[config.mk]
export PLATFORM = sky130hd
export DESIGN_NAME = uart_rx_os16
export DESIGN_NICKNAME = d
export VERILOG_FILES = /design/src/rtl/uart_rx_os16.sv
export SDC_FILE = /design/constraint.sdc
export NUM_CORES = 1
export LEC_CHECK = 0
export BUFFER_PORTS_ARGS = -buffer_cell sky130_fd_sc_hd__buf_2
export CAP_MARGIN = 20
export CORE_ASPECT_RATIO = 0.9
export CORE_MARGIN = 2
export CORE_UTILIZATION = 56
export CTS_CLUSTER_DIAMETER = 120
export DETAILED_ROUTE_END_ITERATION = 16
export PLACE_DENSITY = 0.86
export SETUP_SLACK_MARGIN = 0.2
export SYNTH_ARGS = -nofsm -noshare
export SYNTH_HDL_FRONTEND = slang
export SYNTH_SLANG_ARGS = --single-unit
export TNS_END_PERCENT = 30
[constraint.sdc]
create_clock -name Clk -period 2 [get_ports Clk]
set_input_delay 0 -clock Clk [delete_from_list [all_inputs] [get_ports Clk]]
set_output_delay 0 -clock Clk [all_outputs]
set_load 0.005 [all_outputs]
[src/rtl/uart_rx_os16.sv]
// Oversampling UART receiver: 2-flop synchronizer, start-edge detect, mid-bit sampling,
// single-entry valid/ready output register with frame-error and overrun pulses.
module uart_rx_os16 #(
  parameter int DATA_BITS = 8,
  parameter int OS_RATE   = 16
) (
  input  logic                 Clk,
  input  logic                 Resetn,
  input  logic                 baud_tick,
  input  logic                 rx,
  output logic [DATA_BITS-1:0] rx_data,
  output logic                 rx_valid,
  input  logic                 rx_ready,
  output logic                 frame_err,
  output logic                 overrun
);

  localparam int OSW = $clog2(OS_RATE);
  localparam int BCW = $clog2(DATA_BITS);
  localparam logic [OSW-1:0] OS_LAST  = OSW'(OS_RATE - 1);
  localparam logic [OSW-1:0] OS_MID   = OSW'(OS_RATE / 2 - 1);
  localparam logic [BCW-1:0] BIT_LAST = BCW'(DATA_BITS - 1);

  typedef enum logic [1:0] {
    IDLE  = 2'd0,
    START = 2'd1,
    DATA  = 2'd2,
    STOP  = 2'd3
  } state_t;

  logic                 rx_meta_q;
  logic                 rx_sync_q;
  logic                 rx_q;
  logic                 rx_s;
  state_t               state_q,     state_d;
  logic [OSW-1:0]       os_cnt_q,    os_cnt_d;
  logic [BCW-1:0]       bit_cnt_q,   bit_cnt_d;
  logic [DATA_BITS-1:0] shift_q,     shift_d;
  logic [DATA_BITS-1:0] rx_data_q,   rx_data_d;
  logic                 rx_valid_q,  rx_valid_d;
  logic                 frame_err_q, frame_err_d;
  logic                 overrun_q,   overrun_d;
  logic                 take_s;

  assign rx_s      = rx_sync_q;
  assign rx_data   = rx_data_q;
  assign rx_valid  = rx_valid_q;
  assign frame_err = frame_err_q;
  assign overrun   = overrun_q;

  // Synchronizer resets to the idle level so reset release never fakes a start edge.
  always_ff @(posedge Clk or negedge Resetn) begin
    if (!Resetn) begin
      rx_meta_q <= 1'b1;
      rx_sync_q <= 1'b1;
      rx_q      <= 1'b1;
    end else begin
      rx_meta_q <= rx;
      rx_sync_q <= rx_meta_q;
      rx_q      <= rx_sync_q;
    end
  end

  always_ff @(posedge Clk or negedge Resetn) begin
    if (!Resetn) begin
      state_q     <= IDLE;
      os_cnt_q    <= {OSW{1'b0}};
      bit_cnt_q   <= {BCW{1'b0}};
      shift_q     <= {DATA_BITS{1'b0}};
      rx_data_q   <= {DATA_BITS{1'b0}};
      rx_valid_q  <= 1'b0;
      frame_err_q <= 1'b0;
      overrun_q   <= 1'b0;
    end else begin
      state_q     <= state_d;
      os_cnt_q    <= os_cnt_d;
      bit_cnt_q   <= bit_cnt_d;
      shift_q     <= shift_d;
      rx_data_q   <= rx_data_d;
      rx_valid_q  <= rx_valid_d;
      frame_err_q <= frame_err_d;
      overrun_q   <= overrun_d;
    end
  end

  always_comb begin
    state_d     = state_q;
    os_cnt_d    = os_cnt_q;
    bit_cnt_d   = bit_cnt_q;
    shift_d     = shift_q;
    rx_data_d   = rx_data_q;
    rx_valid_d  = rx_valid_q;
    frame_err_d = 1'b0;
    overrun_d   = 1'b0;
    take_s      = rx_valid_q & rx_ready;

    if (take_s) begin
      rx_valid_d = 1'b0;
    end else begin
      rx_valid_d = rx_valid_q;
    end

    case (state_q)
      IDLE: begin
        if (rx_q && !rx_s) begin
          state_d  = START;
          os_cnt_d = {OSW{1'b0}};
        end else begin
          state_d  = IDLE;
        end
      end
      START: begin
        if (baud_tick && (os_cnt_q == OS_MID)) begin
          os_cnt_d = {OSW{1'b0}};
          // A start bit that is high again at its midpoint was a glitch.
          if (!rx_s) begin
            state_d   = DATA;
            bit_cnt_d = {BCW{1'b0}};
          end else begin
            state_d   = IDLE;
          end
        end else if (baud_tick) begin
          os_cnt_d = os_cnt_q + 1'b1;
        end else begin
          os_cnt_d = os_cnt_q;
        end
      end
      DATA: begin
        if (baud_tick && (os_cnt_q == OS_LAST)) begin
          shift_d[bit_cnt_q] = rx_s;
          os_cnt_d           = {OSW{1'b0}};
          if (bit_cnt_q == BIT_LAST) begin
            state_d   = STOP;
            bit_cnt_d = {BCW{1'b0}};
          end else begin
            bit_cnt_d = bit_cnt_q + 1'b1;
          end
        end else if (baud_tick) begin
          os_cnt_d = os_cnt_q + 1'b1;
        end else begin
          os_cnt_d = os_cnt_q;
        end
      end
      STOP: begin
        if (baud_tick && (os_cnt_q == OS_LAST)) begin
          state_d  = IDLE;
          os_cnt_d = {OSW{1'b0}};
          // Load is allowed when the slot is empty or being drained this very cycle.
          if (!rx_s) begin
            frame_err_d = 1'b1;
          end else if (!rx_valid_q || take_s) begin
            rx_data_d  = shift_q;
            rx_valid_d = 1'b1;
          end else begin
            overrun_d  = 1'b1;
          end
        end else if (baud_tick) begin
          os_cnt_d = os_cnt_q + 1'b1;
        end else begin
          os_cnt_d = os_cnt_q;
        end
      end
      default: begin
        state_d  = IDLE;
        os_cnt_d = {OSW{1'b0}};
      end
    endcase
  end

endmodule

==> metrics.csv, run 1 <==
stage,metric,value,unit
run_status,outcome,finished clean,
clock_network,root_buffer,clkbuf_4,
layout,nFillCells,176,
die,dieArea,2980,um2
clock_network,path_clk_slew,90,ps
logic_synthesis,avgSynthCellArea,12.8,um2
setup_path,slowest_delay,430,ps
timing,finalCriticalPeriod,1670,ps
timing,rsz0062_at_grt,false,
layout,area_delta_synth_final,15.5,%
setup_path,cp.depth,5,
timing,finalHoldViolations,0,
min_path,min_from,baud_tick,
min_path,worstHoldPathCells,3,
setup_path,start_kind,register,
die,fp.coreArea,2450,um2
timing,drv_slew,0,
layout,fin_util,67.7,%
route,wl_per_cell,15.9,um
route,vias_per_cell,5.93,
logic_synthesis,synth_top_area_share,48.9,%
power_and_ir_drop,power_frac_comb,24.8,%
logic_synthesis,synth_flop_cell,dfrtp_1,
timing,fin_setup_tns,0,ps
timing,setup_viol,0,
setup_path,regToRegSetupSlack,330,ps
global_route,grt_pass1_vias,935,
logic_synthesis,synthArstFlopShare,100,%
logic_synthesis,ys_seq_elements,31,
setup_path,crit_buf_inv,1,
die,std_cell_rows,17,
setup_path,crit_path_top_delay_cell,dfrtp_1,
place,portBuffers,15,
timing,fin_crit_sh,83.3,%
power_and_ir_drop,ir_drop,0.000717,V
min_path,holdPathEnd,frame_err,
route,drt_iter0_markers,27,
logic_synthesis,synth_fp_nets,120,
timing,tightest_slew,666,ps
logic_synthesis,synth_edf_count,0,
clock_network,cts_tree,yes,
route,vias,984,
logic_synthesis,seq_area_frac_synth,54.4,%
clock_network,insertion_delay,330,ps
setup_path,reg2reg_from,os_cnt_q[0],
place,dp_hpwl,1.80,mm
setup_path,path_class,register to register,
global_route,grtUsageTotal,20.2,%
die,die-height,52.0,um
global_route,antenna_found_initial,0,
logic_synthesis,synth_area,1430,um2
die,die_w,57.3,um
timing,fmax,600,MHz
setup_path,cp_max_fo,8,
setup_path,path_cells,ha_4 -> nand3_4 -> nor4b_4 -> buf_6 -> mux2_2,
layout,nNetsFinal,145,
clock_network,cts_buffers,5,
die,num_io_pins,16,
power_and_ir_drop,netSwitchingPower,503,uW
clock_network,cts.path.max_buffers,2,
setup_path,critical_path.top_delay_family,flip-flops,
power_and_ir_drop,total_power,1520,uW
min_path,min_path_type,input pin to register,
logic_synthesis,synth_cells,112,
place,gp_congestion,0.882,
timing,skew,7.99,ps
power_and_ir_drop,seqPwrFrac,52.6,%
logic_synthesis,yosys_warnings,0,
timing,slew_headroom,55.6,%
layout,antenna_cells,0,
logic_synthesis,yosys-top-cells-area,"dfrtp_1, mux2_2, dfstp_2, ha_1, nand3_1",
power_and_ir_drop,p_leak,0.000802,uW
power_and_ir_drop,power_density,915,nW/um2
route,ant_nets,0,
route,drt_wl_total,2.64,mm
layout,final_layout_size_suffix_gt1_share,39.9,%
clock_network,cts.sinks,31,
route,firstDrtPassIters,4,
logic_synthesis,synth_commonest_cells,"dfrtp_1, mux2_2, nand3_1",
setup_path,cp.arrival,1880,ps
route,drc,0,
power_and_ir_drop,swShare,33.2,%
logic_synthesis,yosysMostFrequentCell,dfrtp_1,
setup_path,worstPathRequired,2220,ps
layout,multi_input_area,638,um2
layout,register_area,779,um2
global_route,overflow,0,
setup_path,r2r_end,rx_data[6],
global_route,grt_pass1_wl,4.38,mm
clock_network,htreeDepth,2,
logic_synthesis,yosysUniqueCellTypes,36,
setup_path,end_kind,register,
run,drv_cap,0,
global_route,grt_max_degree,32,
die,start_util,58.6,%
logic_synthesis,yosysTopAreaCell,dfrtp_1,
power_and_ir_drop,internal_power,1010,uW
setup_path,reg2reg_depth,5,
power_and_ir_drop,clock_power_share,22.6,%
[registers in the layout, summed over array words and instances, names as in the netlist, named ones only]
register	flops
overrun	1
rx_meta_q	1
os_cnt_q	4
rx_valid	1
rx_q	1
rx_data	8
state_q	1
rx_s	1
bit_cnt_q	3
shift_q	8
frame_err	1
[routing by layer]
layer  vias up  GRT usage (%)  part of all wire [%]
li1        469              -                     -
met1       486           26.4                    46
met2        22           30.9                    48
met3         7           5.97                   3.8
met4         0           9.30                   1.6
met5         -              0                     0
[metrics by stage]
stage          instance area, um2  hold WS, ps  worst slack, ps  cells
2_1_floorplan                1430         -296              300    112
3_5_place_dp                 1550         71.2              231    153
5_1_grt                      1660         23.7              213    166
4_1_cts                      1630         15.0              211    164
6_report                     1660         23.5              333    166
3_3_place_gp                 1550         63.1              323    153
[cell usage in the layout, fill, tap and decap left out, drive strengths merged, types with 4 or more instances in the layout]
cell type / instances
buf: 20
clkbuf: 7
dfrtp: 28
mux2: 18
nand3: 7
nor2: 4
[worst max-delay path by stage]
stage,from,end,slack [ps]
after global routing,os_cnt_q[0],rx_data[6],210
after detailed placement,os_cnt_q[0],rx_data[6],230
after global placement,rx_s,rx_data[1],320
after floorplan,os_cnt_q[0],rx_data[0],300
after CTS,os_cnt_q[0],rx_data[6],210
final,os_cnt_q[0],rx_data[6],330
[logic make-up (layout without fill, tap and decap cells)]
| family | count (synthesis) | after routing | share of synthesized area (%) |
|---|---|---|---|
| flops | 31 | 31 | 54.4 |
| xor+xnor | 1 | 1 | 0.611 |
| mux | 18 | 18 | 14.1 |
| buf+inv | 7 | 33 | 2.01 |
| simple gates | 37 | 37 | 18.5 |
| fa+ha+maj | 3 | 3 | 2.62 |
| compound gates | 15 | 15 | 7.77 |
[power groups by stage]
stage / sequential (uW) / clock, uW / combinational (uW)
6_report: 798 / 342 / 376
5_1_grt: 811 / 377 / 419
4_1_cts: 789 / 349 / 355
3_3_place_gp: 790 / 0 / 329
2_1_floorplan: 752 / 0 / 292
3_5_place_dp: 799 / 0 / 352
[tightest hold or removal path: stages]
cell,delay [ps]
buf_2,140
nand3_4,110
nor4b_1,70
[area by class of cell]
class / instances / area share [%]
sequential: 31 / 47.1
multi-input combinational: 74 / 38.5
timing repair buffer: 23 / 8.84
clock buffer: 7 / 2.72
tap: 28 / 2.11
inverter: 2 / 0.453
clock inverter: 1 / 0.302
[timing repair]
action,CTS,global route
resized for setup,0,3
hold endpoints to repair,31,0
setup buffers,0,2
hold buffers,3,0
endpoints found under the setup margin,0,8
No activity file was read; power rests on OpenSTA's default activity.
==> inputs of run 2 (changes only) <==
--- a/config.mk
+++ b/config.mk
@@ -9,10 +9,10 @@
 export CAP_MARGIN = 20
 export CORE_ASPECT_RATIO = 0.9
 export CORE_MARGIN = 2
-export CORE_UTILIZATION = 56
+export CORE_UTILIZATION = 51
 export CTS_CLUSTER_DIAMETER = 120
 export DETAILED_ROUTE_END_ITERATION = 16
-export PLACE_DENSITY = 0.86
+export PLACE_DENSITY = 0.83
 export SETUP_SLACK_MARGIN = 0.2
 export SYNTH_ARGS = -nofsm -noshare
 export SYNTH_HDL_FRONTEND = slang
==> constraint.sdc (replaced) <==
create_clock -name Clk -period 1.3 [get_ports Clk]
set_input_delay 0 -clock Clk [delete_from_list [all_inputs] [get_ports Clk]]
set_output_delay 0 -clock Clk [all_outputs]
set_load 0.005 [all_outputs]
==> run 2 against run 1 <==
- the run now ends with hold timing, setup timing left
- via count is 7.8% higher
- combinational power grew to 2.6 times the previous value
- clock power grew 130%
- fmax is 6.0% higher
- utilization up 2.1 points
- global-route usage increased by 0.30 points
- setup slack got worse by 610 ps
- critical path type unchanged
- critical endpoint is now os_cnt_q[0]
- largest power group unchanged
==> metrics.csv, run 2 (synthesis results as in run 1) <==
stage,metric,value,unit,change
run_status,outcome,finished with violations,,was finished clean
run_status,violations,"hold timing, setup timing",,
timing,setup_viol,27,,was 0
route,ant_nets,0,,unchanged
clock_network,htreeDepth,2,,unchanged
setup_path,reg2reg_from,rx_s,,was os_cnt_q[0]
route,vias,1061,,was 984
layout,antenna_cells,0,,unchanged
place,placed_cells,171,,was 153
timing,fin_ws,-273,ps,was 333 ps
layout,layout_commonest_cell,dfrtp_1,,unchanged
die,std_cell_rows,18,,was 17
power_and_ir_drop,power_density,1540,nW/um2,was 915 nW/um2
global_route,antenna_found_initial,0,,unchanged
place,gp_congestion,0.878,,was 0.882
setup_path,start_kind,register,,unchanged
timing,finalHoldViolations,2,,was 0
global_route,grtUsageTotal,20.5,%,was 20.2%
route,drc,0,,unchanged
clock_network,cts.path.max_buffers,2,,unchanged
timing,tightest_slew,670,ps,was 666 ps
clock_network,cts_tree,yes,,unchanged
setup_path,end_kind,register,,unchanged
global_route,grt_max_degree,32,,unchanged
setup_path,crit_path_top_delay_cell,or4b_4,,was dfrtp_1
clock_network,insertion_delay,330,ps,about the same
layout,final_cells,184,,was 166
setup_path,slowest_delay,500,ps,was 430 ps
clock_network,path_clk_slew,90,ps,about the same
power_and_ir_drop,ir_drop,0.000998,V,was 0.000717 V
clock_network,cts_buffers,5,,unchanged
setup_path,crit_start,rx_s,,was os_cnt_q[0]
place,portBuffers,15,,unchanged
layout,area_delta_synth_final,31.7,%,was 15.5%
timing,slew_headroom,55.3,%,was 55.6%
setup_path,worstPathRequired,1520,ps,was 2220 ps
route,vias_per_cell,5.77,,was 5.93
route,wl_per_cell,16.4,um,was 15.9 um
power_and_ir_drop,p_leak,0.000929,uW,was 0.000802 uW
setup_path,crit_buf_inv,1,,unchanged
die,die-height,54.3,um,was 52.0 um
run,drv_cap,0,,unchanged
timing,rsz0062_at_grt,true,,was false
setup_path,critical_path.top_delay_family,simple AND/OR/NAND/NOR gates,,was flip-flops
timing,finalCriticalPeriod,1570,ps,was 1670 ps
route,drt_wl_total,3.02,mm,was 2.64 mm
route,firstDrtPassIters,4,,unchanged
die,num_io_pins,16,,unchanged
global_route,grt_pass1_vias,996,,was 935
die,fp.coreArea,2700,um2,was 2450 um2
layout,final_layout_size_suffix_gt1_share,53.9,%,was 39.9%
timing,fin_crit_sh,121,%,was 83.3%
layout,mostFrequentLayoutCells,"dfrtp_1, buf_4, buf_2, mux2_2, nand3_1",,"was dfrtp_1, mux2_2, buf_2, nand3_1, clkbuf_4"
place,dp_hpwl,2.08,mm,was 1.80 mm
setup_path,path_cells,buf_4 -> or4b_4 -> and2_4 -> mux2_4,,was ha_4 -> nand3_4 -> nor4b_4 -> buf_6 -> mux2_2
clock_network,root_buffer,clkbuf_4,,unchanged
timing,fmax,636,MHz,was 600 MHz
setup_path,path_class,register to register,,unchanged
global_route,grt_pass1_wl,4.70,mm,was 4.38 mm
timing,skew,7.77,ps,was 7.99 ps
timing,holdWs,-16.3,ps,was 23.5 ps
setup_path,cp.arrival,1790,ps,was 1880 ps
min_path,min_from,rx_ready,,was baud_tick
die,dieArea,3250,um2,was 2980 um2
timing,drv_slew,0,,unchanged
setup_path,cp_max_fo,3,,was 8
layout,nNetsFinal,161,,was 145
clock_network,hold_buffers,2,,was 3
global_route,overflow,0,,unchanged
die,start_util,53.1,%,was 58.6%
clock_network,cts.sinks,31,,unchanged
route,drt_iter0_markers,44,,was 27
min_path,min_path_type,input pin to register,,unchanged
die,die_w,59.9,um,was 57.3 um
## run 2: where the power goes
| part | internal (uW) | total (uW) | switching [uW] |
|---|---|---|---|
| registers | 1060 | 1160 | 102 |
| logic | 495 | 965 | 470 |
| clock network | 454 | 778 | 324 |
| total | 2010 | 2910 | 896 |
## run 2: final cells by class
| type | count | area (um2) |
|---|---|---|
| Fill cell | 198 | 815 |
| Inverter | 2 | 7.51 |
| Sequential cell | 31 | 779 |
| Multi-Input combinational cell | 74 | 706 |
| Timing Repair Buffer | 39 | 272 |
| Clock buffer | 6 | 51.3 |
| Clock inverter | 2 | 35.0 |
| Tap cell | 30 | 37.5 |
## run 2: final timing paths
kind | to | slack [ps] | depth (start not counted)
min reg2reg | rx_s | 370 | 0
max reg2reg | os_cnt_q[0] | -270 | 4
max in group asynchronous | bit_cnt_q[2] | 640 | 2
max | os_cnt_q[0] | -270 | 4
min in group asynchronous | rx_data[7] | 230 | 2
min | overrun | -20 | 3
## run 2: layer usage
metal,global-route usage [%],share of wire [%],vias up
met5,0,0,-
met4,12.6,3.6,0
met3,5.91,5.1,13
met2,28.4,45,37
met1,28.0,46,512
li1,-,-,499
## run 2: repair_timing
action	CTS	global route
pin swaps	4	2
endpoints found under the setup margin	28	28
buffers inserted	2	1
resized for setup	13	5
hold endpoints to repair	31	2
## run 2: stage by stage
stage / setup slack, ps / util, % / instance area (um2) / power, uW / TNS (ps)
floorplan: -304 / - / 1450 / 1640 / -4260
global placement: -277 / 62.2 / 1680 / 1940 / -4140
detailed placement: -310 / 62.2 / 1680 / 1970 / -4950
CTS: -263 / 68.5 / 1850 / 2820 / -4110
global route: -345 / 69.9 / 1890 / 3070 / -5930
finish: -273 / 69.9 / 1890 / 2910 / -4050
## run 2: worst min-delay path: stages
cell	delay, ps
buf_2	70
nand2b_1	140
nor2_1	60
==> inputs of run 3 (changes only) <==
--- a/config.mk
+++ b/config.mk
@@ -9,10 +9,12 @@
 export CAP_MARGIN = 20
 export CORE_ASPECT_RATIO = 0.9
 export CORE_MARGIN = 2
-export CORE_UTILIZATION = 51
+export CORE_UTILIZATION = 54
+export CTS_BUF_LIST = sky130_fd_sc_hd__clkbuf_8
 export CTS_CLUSTER_DIAMETER = 120
 export DETAILED_ROUTE_END_ITERATION = 16
-export PLACE_DENSITY = 0.83
+export PLACE_DENSITY = 0.86
+export REMOVE_ABC_BUFFERS = 1
 export SETUP_SLACK_MARGIN = 0.2
 export SYNTH_ARGS = -nofsm -noshare
 export SYNTH_HDL_FRONTEND = slang
==> run 3 against run 2 <==
- the flow finishes with violations (setup timing)
- clock power up 26%
- final area rose by 1.4%
- via count rose by 3.9%
- worst hold slack better by 64 ps
- critical path type unchanged
- largest cell class unchanged
- largest power group unchanged
==> metrics.csv, run 3 (synthesis results as in run 1) <==
stage,metric,value,unit,change
run_status,outcome,finished with violations,,unchanged
run_status,violations,setup timing,,"was hold timing, setup timing"
global_route,grt_max_degree,32,,unchanged
timing,slew_headroom,55.9,%,was 55.3%
setup_path,worstPathRequired,1470,ps,was 1520 ps
timing,finalHoldViolations,0,,was 2
place,gp_congestion,0.813,,was 0.878
clock_network,post_cts.repair.setup_buffers,0,,was 2
global_route,antenna_found_initial,0,,unchanged
power_and_ir_drop,power_density,1620,nW/um2,was 1540 nW/um2
route,wl_per_cell,18.5,um,was 16.4 um
layout,layout_commonest_cell,dfrtp_1,,unchanged
global_route,grt_pass1_vias,1101,,was 996
timing,fin_setup_tns,-4140,ps,was -4050 ps
route,vias,1102,,was 1061
timing,rsz0062_at_grt,true,,unchanged
route,firstDrtPassIters,4,,unchanged
setup_path,cp_max_fo,8,,was 3
setup_path,reg2reg_from,rx_s,,unchanged
timing,tightest_slew,661,ps,was 670 ps
clock_network,path_clk_slew,60,ps,was 90 ps
clock_network,cts_buffers,5,,unchanged
die,std_cell_rows,17,,was 18
run,drv_cap,0,,unchanged
timing,skew,5.08,ps,was 7.77 ps
global_route,grt_pass1_wl,5.26,mm,was 4.70 mm
min_path,min_from,rx_ready,,unchanged
layout,mostFrequentLayoutCells,"dfrtp_1, buf_2, buf_4, mux2_2, mux2_4",,"was dfrtp_1, buf_4, buf_2, mux2_2, nand3_1"
setup_path,cp.arrival,1760,ps,was 1790 ps
place,placed_cells,170,,was 171
setup_path,path_cells,nand2_2 -> nor4b_4 -> buf_6 -> mux2_4,,was buf_4 -> or4b_4 -> and2_4 -> mux2_4
place,dpl-instance-area,1670,um2,was 1680 um2
power_and_ir_drop,p_leak,0.000925,uW,was 0.000929 uW
layout,antenna_cells,0,,unchanged
setup_path,crit_start,rx_s,,unchanged
setup_path,end_kind,register,,unchanged
timing,fin_crit_sh,122,%,was 121%
layout,nNetsFinal,159,,was 161
setup_path,crit_path_top_delay_cell,dfstp_2,,was or4b_4
die,dieArea,3080,um2,was 3250 um2
setup_path,path_class,register to register,,unchanged
layout,final_cells,180,,was 184
place,portBuffers,15,,unchanged
power_and_ir_drop,ir_drop,0.00237,V,was 0.000998 V
global_route,grtUsageTotal,24.3,%,was 20.5%
die,num_io_pins,16,,unchanged
clock_network,insertion_delay,290,ps,was 330 ps
route,drc,0,,unchanged
route,drt_iter0_markers,41,,was 44
clock_network,cts.path.max_buffers,2,,unchanged
layout,final_layout_size_suffix_gt1_share,53.3,%,was 53.9%
die,fp.coreArea,2490,um2,was 2700 um2
setup_path,slowest_delay,580,ps,was 500 ps
clock_network,cts_tree,yes,,unchanged
route,ant_nets,0,,unchanged
timing,fmax,630,MHz,was 636 MHz
die,die_w,58.3,um,was 59.9 um
die,start_util,57.6,%,was 53.1%
clock_network,htreeDepth,2,,unchanged
layout,fin_area,1910,um2,was 1890 um2
timing,drv_slew,0,,unchanged
timing,finalCriticalPeriod,1590,ps,was 1570 ps
clock_network,root_buffer,clkbuf_8,,was clkbuf_4
timing,fin_ws,-287,ps,was -273 ps
setup_path,start_kind,register,,unchanged
global_route,overflow,0,,unchanged
timing,setup_viol,26,,was 27
place,dp_hpwl,2.12,mm,was 2.08 mm
clock_network,cts.sinks,31,,unchanged
route,vias_per_cell,6.12,,was 5.77
min_path,min_path_type,input pin to register,,unchanged
layout,area_delta_synth_final,33.5,%,was 31.7%
route,drt_wl_total,3.34,mm,was 3.02 mm
power_and_ir_drop,total_power,3110,uW,was 2910 uW
die,die-height,52.9,um,was 54.3 um
## run 3: cell types whose count changed in the layout (fill, tap and decap cells not counted), sizes merged
cell | previous run | this run
buf | 37 | 35
## run 3: path summary, 6_finish.rpt
path	cells after the start	slack, ps	to
max	4	-290	rx_data[6]
min	3	50	overrun
max reg2reg	4	-290	rx_data[6]
min reg2reg	0	360	rx_s
max in group asynchronous	2	540	os_cnt_q[3]
min in group asynchronous	2	290	rx_data[3]
## run 3: layout make-up
cell class / instances / area [um2]
inverter: 2 / 7.51
sequential: 31 / 781
multi-input combinational: 74 / 706
tap: 28 / 35.0
fill: 165 / 574
clock inverter: 2 / 35.0
clock buffer: 6 / 82.6
timing repair buffer: 37 / 268
## run 3: power by group
part	internal [uW]	switching, uW	total [uW]
sequential	1070	102	1170
clock	619	358	978
combinational	490	474	964
total	2180	934	3110
## run 3: timing repair
item / in CTS / in global routing
pin swaps: 13 / 3
resized for setup: 20 / 7
endpoints found under the setup margin: 28 / 28
hold endpoints to repair: 29 / 0
hold buffers: 2 / 0
## run 3: layer usage
layer | track usage [%] | vias up | part of all wire [%]
li1 | - | 492 | -
met1 | 29.0 | 559 | 41
met2 | 40.4 | 38 | 51
met3 | 5.13 | 13 | 4.6
met4 | 14.7 | 0 | 3.7
met5 | 0 | - | 0
## run 3: through the flow
stage	hold WS, ps	util [%]	worst slack, ps
final	48.1	76.9	-287
after global routing	61.6	76.9	-327
after CTS	34.6	75.8	-275
after detailed placement	68.7	67.2	-331
after global placement	59.0	67.2	-267
after floorplan	-296	-	-400
## run 3: critical path, delay by kind of cell, from the launching register on
kind,cells,cell delay [ps]
flops,1,580
simple gates,2,380
mux,1,300
buf+inv,1,200
